### src/rtl/tt_um_brs_3.sv
// Registered 8-bit barrel rotate/shift/permute unit for the TinyTapeout tile.
// Each valid cycle transforms ui_in (or the previous result when FB=1) into R.
module tt_um_brs_3 (
    input  logic       clk,
    input  logic       rst_n,
    input  logic       ena,
    input  logic [7:0] ui_in,
    input  logic [7:0] uio_in,
    output logic [7:0] uo_out,
    output logic [7:0] uio_out,
    output logic [7:0] uio_oe
);

    localparam logic [2:0] OP_SLL  = 3'b000;
    localparam logic [2:0] OP_SRL  = 3'b001;
    localparam logic [2:0] OP_SRA  = 3'b010;
    localparam logic [2:0] OP_ROL  = 3'b011;
    localparam logic [2:0] OP_ROR  = 3'b100;
    localparam logic [2:0] OP_REV  = 3'b101;
    localparam logic [2:0] OP_NSW  = 3'b110;

    logic [2:0] amt;
    logic [2:0] op;
    logic       valid;
    logic       fb;

    logic [7:0] r;
    logic [7:0] src;
    logic       left;
    logic       rot;
    logic       arith;
    logic [7:0] s0;
    logic [7:0] s1;
    logic [7:0] s2;
    logic [7:0] s3;
    logic       fill1;
    logic [1:0] fill2;
    logic [3:0] fill4;
    logic [7:0] shifted;
    logic [7:0] result;

    function automatic logic [7:0] rev8(input logic [7:0] x);
        logic [7:0] y;
        for (int i = 0; i < 8; i++) begin
            y[i] = x[7-i];
        end
        return y;
    endfunction

    assign amt   = uio_in[2:0];
    assign op    = uio_in[5:3];
    assign valid = uio_in[6];
    assign fb    = uio_in[7];

    assign src = fb ? r : ui_in;

    // Left ops reuse the right shifter by reversing the operand before and after.
    assign left  = (op == OP_SLL) || (op == OP_ROL);
    assign rot   = (op == OP_ROL) || (op == OP_ROR);
    assign arith = (op == OP_SRA);

    assign s0 = left ? rev8(src) : src;

    // Three log stages (1, 2, 4); fill is wrapped bits, sign copies, or zeros.
    always_comb begin
        fill1 = rot ? s0[0]   : (arith ? s0[7]        : 1'b0);
        s1    = amt[0] ? {fill1, s0[7:1]} : s0;
        fill2 = rot ? s1[1:0] : (arith ? {2{s1[7]}}   : 2'b00);
        s2    = amt[1] ? {fill2, s1[7:2]} : s1;
        fill4 = rot ? s2[3:0] : (arith ? {4{s2[7]}}   : 4'b0000);
        s3    = amt[2] ? {fill4, s2[7:4]} : s2;
    end

    assign shifted = left ? rev8(s3) : s3;

    always_comb begin
        result = src;
        case (op)
            OP_SLL, OP_SRL, OP_SRA, OP_ROL, OP_ROR: result = shifted;
            OP_REV:  result = rev8(src);
            OP_NSW:  result = {src[3:0], src[7:4]};
            default: result = src;
        endcase
    end

    always_ff @(posedge clk) begin
        if (rst_n) begin
            r <= 8'h00;
        end else if (ena && valid) begin
            r <= result;
        end
    end

    assign uo_out  = r;
    assign uio_out = 8'h00;
    assign uio_oe  = 8'h00;

endmodule

### config.mk
export PLATFORM = sky130hd
export DESIGN_NAME = tt_um_brs_3
export DESIGN_NICKNAME = d
export VERILOG_FILES = /design/src/rtl/tt_um_brs_3.sv
export SDC_FILE = /design/constraint.sdc
export NUM_CORES = 1
export LEC_CHECK = 0
export BUFFER_PORTS_ARGS = -buffer_cell sky130_fd_sc_hd__buf_2
export CORE_MARGIN = 1.5
export CORE_UTILIZATION = 40
export CTS_CLUSTER_SIZE = 40
export DETAILED_ROUTE_END_ITERATION = 8
export SYNTH_ARGS = -nofsm -noshare
export SYNTH_HDL_FRONTEND = slang
export SYNTH_SLANG_ARGS = --single-unit
### constraint.sdc
create_clock -name clk -period 3.3 [get_ports clk]
set_input_delay 0.33 -clock clk [delete_from_list [all_inputs] [get_ports clk]]
set_output_delay 0.33 -clock clk [all_outputs]
set_load 0.1 [all_outputs]
==> results by group, run 1 <==
Power and ir drop
  • Int Pwr: 0.290 mW
  • Logic pwr share: 61.5%
  • Pwr Density: 338 nW/µm²
  • VDD IR max: 0.199 mV
  • Seq pwr share: 17.9%
  • Static Leak: 0.720 nW
  • Sw Ratio: 52.5%
  • Switch Pwr: about 0.32 mW
  • Final Power: 0.610 mW
  • Clock Power Share: 20.6%

Synth
  • Most common flop cell mapped by yosys: dfxtp_1
  • Yosys top cell by area: mux4_2
  • Mux cell area share after synthesis: about a quarter
  • Main combinational cell family by area after synthesis: compound AO/OA/AOI/OAI gates
  • Xor/xnor share of the synthesized area: around 1.5%
  • Register area share after synthesis: between 9 and 10%
  • Synth Area in Adders: 0%
  • Post-Syn Area per Cell: 7.37 µm²
  • Synthesized instance count: between 200 and 250
  • Simple-Gate Fraction of Synth Area: a little under a fifth
  • Top cells by area, synth: mux4_2 (12%), dfxtp_1 (9.7%), buf_4 (7.3%)
  • Number of synthesized flops with an enable pin: 0
  • Post-synthesis compound-gate area fraction: a little under a third
  • Seq cells post-synth: 8
  • Synth top area share: 12.3%
  • Netlist cell types: 50
  • Post-Syn Area: 1640 µm²
  • Yosys Warn Count: 0
  • Post-synth ARST share: 0%

Timing
  • Final Hold Vio Count: 0
  • Setup_tns: 0 ns
  • Fin. max-slew vios: 0
  • Setup violations, final: 0
  • Rel. slew slack: 56.7%
  • Fin crit period: 2.77 ns
  • Fmax: about 0.36 GHz
  • Least-Margin Pin Slew: ~0.65 ns
  • Worst Skew: approximately 0.0045 ns
  • Crit share post-route: 83.9%
  • RSZ-0062 raised after global routing: no
  • Hold_ws: between 0.3 and 0.4 ns

GRT
  • First-pass GRT wire length: slightly above 8000 µm
  • Tot GR Track Use: roughly a quarter
  • Pin count of the biggest net entering global routing: 20
  • GRT overflow: 0
  • Initial antenna violation count: 0
  • Number of global-route vias before repair: approximately 1,600

Routing
  • Routed Wire Length: between 4000 and 5000 µm
  • Post-route DRC: 0
  • Drt initial violations: slightly below 300
  • Antenna-violating nets left: 0
  • Routed len/inst: 16.9 µm
  • Drt first pass iters: 5
  • Vias: 1,821
  • Vias/cell: 6.15

Setup path
  • CP startpoint kind: input pin
  • CP max stage cell: mux4_2
  • R2R Path Start: uo_out[3]
  • Slowest cell delay on critical path: 0.60 ns
  • CP Cell Sequence: buf_2, xor2_2, or2_1, mux4_2, mux4_2, and2_0, a311oi_1, a2111oi_0, o21ai_1
  • Crit path top cell by count: mux4_2
  • Critical Path End Type: flop
  • Crit path launch: uio_in[4]
  • Critical path class: input pin to flop
  • CP Data Arrival Time: 2.94 ns
  • Critical Path RT: 3.47 ns
  • Crit Path Max Fanout: 9

Clock tree
  • Clock root buffer: clkbuf_8
  • CTS Hold Bufs: 0
  • CTS Buffer Depth: 2
  • H-tree Lvls: 1
  • CTS tree: built
  • TritonCTS buffer count: 3
  • Post-CTS resize count: 0
  • Clock transition at path regs: approximately 0.040 ns
  • Postcts setup bufs: 0
  • Num Clock Sinks: 8
  • Skew-Pair Late Insertion Delay: between 0.2 and 0.25 ns

Floorplan
  • Starting Density: 41.4%
  • Die area: around 4500 µm²
  • Core region area: 3970 µm²
  • FP Rows: 23
  • Boundary Pins: between 40 and 50
  • Die H: about 67 µm
  • DIE WIDTH: 67.1 µm

Placed design
  • Hpwl dp: roughly 3800 µm
  • I/O Buffers: 26
  • Routability cong.: 0.917
  • Area post-placement: about 1800 µm²

Cells and area
  • Post-route cell area: ~1800 µm²
  • Final net count: between 200 and 300
  • Commonest non-fill, non-tap cell in the layout: buf_2
  • Number of diodes: 0
  • Most frequent cells in the layout: buf_2 (26), nand2_1 (25), o21ai_0 (23)
  • Area Overhead vs Synth: 9.59%
  • Layout cells sized above 1: roughly 24%
  • Fill cell instance count of the final layout: 425
  • Final core occ: 45.4%
  • Max reg flops: 8

Run
  • MaxCap Viol Count: 0

Worst hold path
  • Type of the worst min-delay path: input pin to flop
  • Critical hold path startpoint: rst_n

Status
  • Run status: finished, final reports clean
-- per-stage QoR --
| stage | instances | worst slack, ns |
|---|---|---|
| finish | 296 | 0.532 |
| global route | 296 | 0.345 |
| CTS | 296 | 0.569 |
| detailed placement | 293 | 0.338 |
| global placement | 293 | 0.413 |
| floorplan | 238 | 0.289 |
-- cell usage after synthesis (2+ instances only) --
library cell	n
a211oi_1	6
a21oi_1	19
a311oi_1	2
a32o_1	4
buf_4	16
buf_6	4
clkbuf_1	10
dfxtp_1	8
inv_1	4
mux2_2	7
mux2i_1	11
mux4_2	9
nand2_1	25
nand3_1	8
nor2_1	16
nor3_1	5
o211ai_1	10
o21ai_0	23
o22ai_1	4
or3_1	2
-- cells by family (layout without fill, tap and decap cells) --
| group | Yosys count | after routing |
|---|---|---|
| compound gates | 81 | 81 |
| simple gates | 66 | 66 |
| buf+inv | 37 | 45 |
| mux | 28 | 28 |
| flops | 8 | 8 |
| xor+xnor | 2 | 2 |
| other cells | 1 | 16 |
-- power by group through the flow --
stage          combinational [mW]  clock [mW]  sequential [mW]
2_1_floorplan               0.271           0            0.153
3_3_place_gp                0.369           0            0.110
3_5_place_dp                0.368           0            0.111
4_1_cts                     0.369       0.129            0.109
5_1_grt                     0.399       0.135            0.110
6_report                    0.375       0.126            0.109
-- critical path: cells and delay by family --
kind / cells / cell delay [ns]
compound gates: 3 / 0.49
xor+xnor: 1 / 0.27
buf+inv: 1 / 0.12
mux: 2 / 1.14
simple gates: 2 / 0.58
-- final timing paths --
| kind | to | slack, ns | cells after the start |
|---|---|---|---|
| min | uo_out[4] | 0.33 | 2 |
| min reg2reg | uo_out[1] | 0.50 | 2 |
| max | uo_out[7] | 0.53 | 9 |
| max reg2reg | uo_out[6] | 0.77 | 6 |
-- area by class of cell --
class / count / area (µm²) / area share [%]
clock buffer: 3 / 41.3 / 2.29
sequential: 8 / 160 / 8.89
tap: 50 / 62.6 / 3.47
multi-input combinational: 193 / 1310 / 72.7
inverter: 6 / 22.5 / 1.25
timing repair buffer: 36 / 205 / 11.4
-- routing by layer --
layer	part of all wire, %	GRT usage, %	up-vias	routed length (µm)
li1	-	-	864	-
met1	46	34.3	845	2280
met3	8.8	4.22	9	439
met5	0	0	-	0
met4	1.8	6.63	0	91
met2	44	37.0	103	2180
Power figures use the tool's default switching activity.
==> run 2, diff against run 1 <==
--- a/config.mk
+++ b/config.mk
@@ -5,6 +5,7 @@
 export SDC_FILE = /design/constraint.sdc
 export NUM_CORES = 1
 export LEC_CHECK = 0
+export ABC_AREA = 1
 export BUFFER_PORTS_ARGS = -buffer_cell sky130_fd_sc_hd__buf_2
 export CORE_MARGIN = 1.5
 export CORE_UTILIZATION = 40
==> constraint.sdc (replaced) <==
create_clock -name clk -period 2.6 [get_ports clk]
set_input_delay 0.26 -clock clk [delete_from_list [all_inputs] [get_ports clk]]
set_output_delay 0.26 -clock clk [all_outputs]
set_load 0.1 [all_outputs]
==> run 2 against run 1 <==
  * Sequential share of layout area up 1.4 points
  * Design area down 14%
  * Hold slack worse by 0.044 ns
  * Sequential power up 24%
  * Die area down 12%
  * Worst setup slack better by 0.23 ns
  * Utilization up 0.40 points
  * Critical path depth up 6
==> results by group, run 2 <==
Routing
  • Post-route DRC: 0 (unchanged)
  • Vias/cell: 5.24 (-15%)
  • Routed Wire Length: 3830 µm (-23%)
  • Drt initial violations: 187 (-37%)
  • Antenna-violating nets left: 0 (unchanged)
  • Drt first pass iters: 5 (unchanged)
  • Vias: 1,725 (-5.3%)
  • Routed len/inst: 11.6 µm (-31%)

Cells and area
  • Max reg flops: 8 (unchanged)
  • Most frequent cells in the layout: nand2_1 (96), nand3_1 (66), buf_2 (26)
  • Commonest non-fill, non-tap cell in the layout: nand2_1
  • Final net count: 304 (+14%)
  • Area Overhead vs Synth: 7.45%
  • Layout cells sized above 1: 17.0% (-7.4 points)
  • Number of diodes: 0 (unchanged)
  • Final core occ: 45.8% (+0.40 points)

Placed design
  • I/O Buffers: 26 (unchanged)
  • Hpwl dp: 3120 µm (-18%)
  • Routability cong.: 0.873 (-4.8%)

Synth
  • Commonest cells post-synth: nand2_1 (96), nand3_1 (66), buf_4 (16), a21oi_1 (12), inv_1 (12)
  • Synth top area share: 25.0% (+13 points)
  • Synthesized instance count: 263 (+18%)
  • Number of synthesized flops with an enable pin: 0 (unchanged)
  • Register area share after synthesis: 11.1% (+1.4 points)
  • Top cells by area, synth: nand2_1 (25%), nand3_1 (23%), dfxtp_1 (11%)
  • Post-synth ARST share: 0% (unchanged)
  • Most common flop cell mapped by yosys: dfxtp_1
  • Post-Syn Area: 1440 µm² (-12%)
  • Post-Syn Area per Cell: 5.49 µm² (-26%)
  • Yosys Warn Count: 0 (unchanged)
  • Seq cells post-synth: 8 (unchanged)
  • Netlist cell types: 26 (-48%)
  • Yosys top cell by area: nand2_1
  • Count leader, synth: nand2_1

Floorplan
  • Die H: 63.1 µm (-6.0%)
  • DIE WIDTH: 63.1 µm (-6.0%)
  • Starting Density: 42.6% (+1.2 points)
  • FP Rows: 21 (-8.7%)
  • Boundary Pins: 43 (unchanged)
  • Core region area: 3390 µm² (-15%)
  • Die area: 3980 µm² (-12%)

Setup path
  • Reg2reg path depth: 12 (+6)
  • CP startpoint kind: input pin
  • CP Data Arrival Time: 2.03 ns (-0.91 ns)
  • Critical Path End Type: flop
  • Crit Path Max Fanout: 14 (+5)
  • Critical Path RT: 2.80 ns (-0.67 ns)
  • Critical path class: input pin to flop

Timing
  • Crit share post-route: 70.5%
  • Rel. slew slack: 65.5% (+8.8 points)
  • RSZ-0062 raised after global routing: no
  • Fin. max-slew vios: 0 (unchanged)
  • Least-Margin Pin Slew: 0.516 ns (-0.134 ns)
  • Hold_ws: 0.281 ns (-0.0443 ns)
  • Worst Skew: 0.00851 ns (+0.00402 ns)
  • Final Hold Vio Count: 0 (unchanged)
  • Fin crit period: 1.83 ns
  • Setup violations, final: 0 (unchanged)
  • Setup_tns: 0 ns (unchanged)
  • Fmax: 0.545 GHz

Worst hold path
  • Hold path depth: 2 (unchanged)
  • Type of the worst min-delay path: input pin to flop

Clock tree
  • Postcts setup bufs: 0 (unchanged)
  • CTS Buffer Depth: 2 (unchanged)
  • Num Clock Sinks: 8 (unchanged)
  • CTS Hold Bufs: 0 (unchanged)
  • Post-CTS resize count: 0 (unchanged)
  • Clock transition at path regs: 0.06 ns (+0.02 ns)
  • CTS tree: built
  • Clock root buffer: clkbuf_4
  • TritonCTS buffer count: 3 (unchanged)
  • H-tree Lvls: 1 (unchanged)
  • Skew-Pair Late Insertion Delay: 0.25 ns (about the same)

GRT
  • GRT overflow: 0 (unchanged)
  • Number of global-route vias before repair: 1,501 (-4.1%)
  • Pin count of the biggest net entering global routing: 17 (-15%)
  • Tot GR Track Use: 19.7% (-4.3 points)
  • First-pass GRT wire length: 6450 µm (-20%)
  • Initial antenna violation count: 0 (unchanged)

Power and ir drop
  • Final Power: 0.643 mW (+5.4%)
  • Static Leak: 0.816 nW (+13%)
  • Pwr Density: 414 nW/µm² (+22%)
  • VDD IR max: 0.268 mV (+35%)

Run
  • MaxCap Viol Count: 0 (unchanged)

Status
  • Run status: finished, final reports clean
[run 2: per-layer routing]
layer	share of wire (%)	wire length (µm)	vias to the layer above	global-route usage [%]
met5	0	0	-	0
met1	47	1810	752	27.5
met3	6.3	241	4	1.07
met4	0.89	34	0	8.33
met2	46	1750	71	31.4
li1	-	-	898	-
[run 2: per-stage QoR]
| step | cells | setup WS, ns | area [µm²] |
|---|---|---|---|
| floorplan | 278 | 0.376 | 1500 |
| global placement | 326 | 0.528 | 1530 |
| detailed placement | 326 | 0.544 | 1530 |
| CTS | 329 | 0.794 | 1550 |
| global route | 329 | 0.466 | 1550 |
| finish | 329 | 0.767 | 1550 |
[run 2: worst paths after layout]
path | from | to | slack, ns
max | uio_in[5] | uo_out[4] | 0.77
min | rst_n | uo_out[4] | 0.28
max reg2reg | uo_out[7] | uo_out[4] | 0.86
min reg2reg | uo_out[6] | uo_out[6] | 0.48
[run 2: kinds of logic after synthesis]
logic type             after synthesis  share of synthesized area (%)
other                                1                          0.260
buffers and inverters               45                           17.2
flip-flops                           8                           11.1
AO/OA/AOI/OAI                       34                           16.1
AND/OR/NAND/NOR                    175                           55.3
[run 2: power by group]
part | internal (mW) | switching, mW | total (mW) | leakage (nW)
logic | 0.0914 | 0.320 | 0.412 | 0.737
clock network | 0.0529 | 0.0427 | 0.0956 | 0.0138
registers | 0.130 | 0.00551 | 0.135 | 0.0652
[run 2: worst max-delay path: stages]
cell and delay [ns]:
buf_2 0.13, inv_2 0.14, nand3_2 0.10, nand2_1 0.20, buf_4 0.23, nand2_1 0.09
nand3_1 0.10, nand3_1 0.11, nand3_1 0.10, nand3_1 0.10, nand3_1 0.09, nand3_1 0.10
nand2_1 0.09, nand2_1 0.07, a21oi_2 0.11
[run 2: layout make-up]
class / instances / area [µm²]
sequential: 8 / 160
fill: 378 / 1840
clock buffer: 3 / 22.5
tap: 46 / 57.6
inverter: 18 / 67.6
multi-input combinational: 225 / 1090
timing repair buffer: 29 / 153
==> run 3, diff against run 2 <==
--- a/config.mk
+++ b/config.mk
@@ -5,7 +5,7 @@
 export SDC_FILE = /design/constraint.sdc
 export NUM_CORES = 1
 export LEC_CHECK = 0
-export ABC_AREA = 1
+export ABC_AREA = 0
 export BUFFER_PORTS_ARGS = -buffer_cell sky130_fd_sc_hd__buf_2
 export CORE_MARGIN = 1.5
 export CORE_UTILIZATION = 40
==> constraint.sdc (replaced) <==
create_clock -name clk -period 1.7 [get_ports clk]
set_input_delay 0.17 -clock clk [delete_from_list [all_inputs] [get_ports clk]]
set_output_delay 0.17 -clock clk [all_outputs]
set_load 0.1 [all_outputs]
==> run 3 against run 2 <==
  * The flow now finishes with violations (negative setup slack)
  * Clock skew shrank 0.0011 ns
  * First-iteration DRC count shrank 9.6%
  * Worst setup slack lost 1.5 ns
  * Final cell count grew 8.5%
  * Critical path depth shrank 9
  * Sequential share of layout area shrank 2.9 points
  * Global-route usage grew 7.9 points
  * Register-to-register slack lost 1.6 ns
==> results by group, run 3 (synthesis results as in run 1) <==
GRT
  • First-pass GRT wire length: 9510 µm (+47%)
  • Tot GR Track Use: 27.6% (+7.9 points)
  • Pin count of the biggest net entering global routing: 19 (+2)
  • Number of global-route vias before repair: 2,015 (+34%)
  • GRT overflow: 0 (unchanged)
  • Initial antenna violation count: 0 (unchanged)

Cells and area
  • Max reg flops: 8 (unchanged)
  • Number of diodes: 0 (unchanged)
  • Most frequent cells in the layout: buf_4 (63), nand2_1 (24), buf_2 (23)
  • Final net count: 328 (+7.9%)
  • Non-Filler Instances: 357 (+8.5%)
  • Commonest non-fill, non-tap cell in the layout: buf_4
  • Layout cells sized above 1: 52.4% (+35 points)
  • Fill cell instance count of the final layout: 338 (-11%)
  • Area Overhead vs Synth: 55.7%

Setup path
  • Crit path launch: uo_out[5]
  • R2R Path Start: uo_out[5]
  • Crit Path Max Fanout: 4 (-10)
  • CP Cell Sequence: mux2_4, mux4_2, or3_1, a32o_2, or4_1, a32o_1
  • R2R setup slack: -0.70 ns (-1.56 ns)
  • Buffers plus inverters on the worst setup path: 0 (-3)
  • Critical Path RT: 1.83 ns (-0.97 ns)
  • Critical Path End Type: flop
  • R2r endpoint: uo_out[6]
  • CP max stage cell: mux4_2
  • CP Data Arrival Time: 2.53 ns (+0.50 ns)
  • Slowest cell delay on critical path: 0.45 ns (+0.22 ns)
  • Reg2reg path depth: 6 (-6)
  • Critical path class: flop to flop
  • CP startpoint kind: flop
  • Critical path's top delay family: simple AND/OR/NAND/NOR gates

Clock tree
  • CTS Buffer Depth: 2 (unchanged)
  • CTS tree: built
  • H-tree Lvls: 1 (unchanged)
  • Clock root buffer: clkbuf_8
  • Clock transition at path regs: 0.05 ns (about the same)
  • Num Clock Sinks: 8 (unchanged)
  • TritonCTS buffer count: 3 (unchanged)
  • Skew-Pair Late Insertion Delay: 0.24 ns (about the same)

Status
  • Failing checks: negative setup slack
  • Run status: finished with violations

Timing
  • RSZ-0062 raised after global routing: yes
  • Crit share post-route: 141%
  • Fin. max-slew vios: 0 (unchanged)
  • Fin crit period: 2.40 ns
  • Final worst slack: -0.701 ns (-1.47 ns)
  • Setup violations, final: 8 (+8)
  • Fmax: 0.416 GHz
  • Final Hold Vio Count: 0 (unchanged)
  • Worst Skew: 0.00745 ns (-0.00106 ns)

Worst hold path
  • Type of the worst min-delay path: input pin to flop
  • Critical hold path startpoint: rst_n
  • WHS Endpoint: uo_out[4]
  • Hold path depth: 2 (unchanged)

Routing
  • Drt initial violations: 169 (-9.6%)
  • Vias/cell: 6.06 (+16%)
  • Post-route DRC: 0 (unchanged)
  • Antenna-violating nets left: 0 (unchanged)
  • Vias: 2,162 (+25%)
  • Drt first pass iters: 6 (+1)
  • Routed len/inst: 16.6 µm (+42%)
  • Routed Wire Length: 5920 µm (+54%)

Placed design
  • Pre-CTS setup slack: -0.961 ns (-1.50 ns)
  • Hpwl dp: 4490 µm (+44%)
  • I/O Buffers: 26 (unchanged)
  • Post-Place Cells: 350 (+7.4%)
  • Routability cong.: 0.921 (+5.5%)

Floorplan
  • Core region area: 3970 µm² (+17%)
  • Die H: 67.1 µm (+6.4%)
  • Die area: 4500 µm² (+13%)
  • FP Rows: 23 (+9.5%)
  • Starting Density: 41.4% (-1.2 points)
  • DIE WIDTH: 67.1 µm (+6.4%)
  • Boundary Pins: 43 (unchanged)

Power and ir drop
  • VDD IR max: 0.461 mV (+72%)
  • Final Power: 1.44 mW (+120%)
  • Pwr Density: 564 nW/µm² (+36%)
  • Static Leak: 1.10 nW (+35%)

Run
  • MaxCap Viol Count: 0 (unchanged)
-- run 3: cell types whose count changed in the layout (fill, tap and decap cells not counted), moves of 9 or more --
cell and change:
buf_4 +60, mux4_2 +9, nand3_1 -58, o21ai_0 +13
nand2_1 -72, nor2_1 +10, o211ai_1 +10, buf_6 +9
-- run 3: worst max-delay path by stage --
stage | end | slack [ns] | depth (start not counted)
3_5_place_dp | uo_out[6] | -0.96 | 8
2_1_floorplan | uo_out[6] | -0.87 | 6
6_report | uo_out[6] | -0.70 | 6
3_3_place_gp | uo_out[7] | -0.94 | 12
4_1_cts | uo_out[6] | -0.70 | 6
5_1_grt | uo_out[6] | -0.76 | 6
-- run 3: worst register-to-register path: cells and delay by family (launching register included) --
kind | cells | cell delay [ns]
multiplexers | 2 | 0.72
AO/OA/AOI/OAI | 2 | 0.51
AND/OR/NAND/NOR | 2 | 0.73
flip-flops | 1 | 0.34
-- run 3: per-stage QoR --
| stage | hold slack (ns) | TNS [ns] | util (%) | instance area (µm²) |
|---|---|---|---|---|
| final | 0.199 | -3.18 | 64.5 | 2560 |
| after global routing | 0.212 | -3.90 | 64.5 | 2560 |
| after CTS | 0.197 | -3.29 | 62.4 | 2480 |
| after detailed placement | 0.443 | -6.58 | 57.1 | 2270 |
| after global placement | 0.430 | -6.39 | 57.1 | 2270 |
| after floorplan | 0.254 | -3.74 | - | 1770 |
-- run 3: where the power goes --
part           internal [mW]  leakage [nW]  switching [mW]  total, mW
registers              0.196        0.0712         0.00729      0.203
logic                  0.391          1.00           0.611       1.00
clock network          0.154        0.0216          0.0847      0.239
-- run 3: routing by layer --
| metal | up-vias | share of wire (%) | GRT usage (%) |
|---|---|---|---|
| met1 | 1016 | 41 | 33.5 |
| met2 | 136 | 48 | 47.6 |
| met5 | - | 0 | 0 |
| met3 | 19 | 8.6 | 7.26 |
| met4 | 0 | 2.6 | 8.16 |
| li1 | 991 | - | - |
-- run 3: repair_timing --
action	in CTS	in global routing
cloned	0	0
resized for setup	40	16
hold buffers	0	0
setup buffers	5	0
pin swaps	22	12
endpoints found under the setup margin	8	8
-- run 3: layout make-up --
class,count,area [µm²],area share (%)
well taps,50,62.6,2.44
multi-input cells,193,1520,59.3
flip-flops and latches,8,190,7.43
inverters,6,22.5,0.880
clock buffers,3,41.3,1.61
repair buffers,97,724,28.3
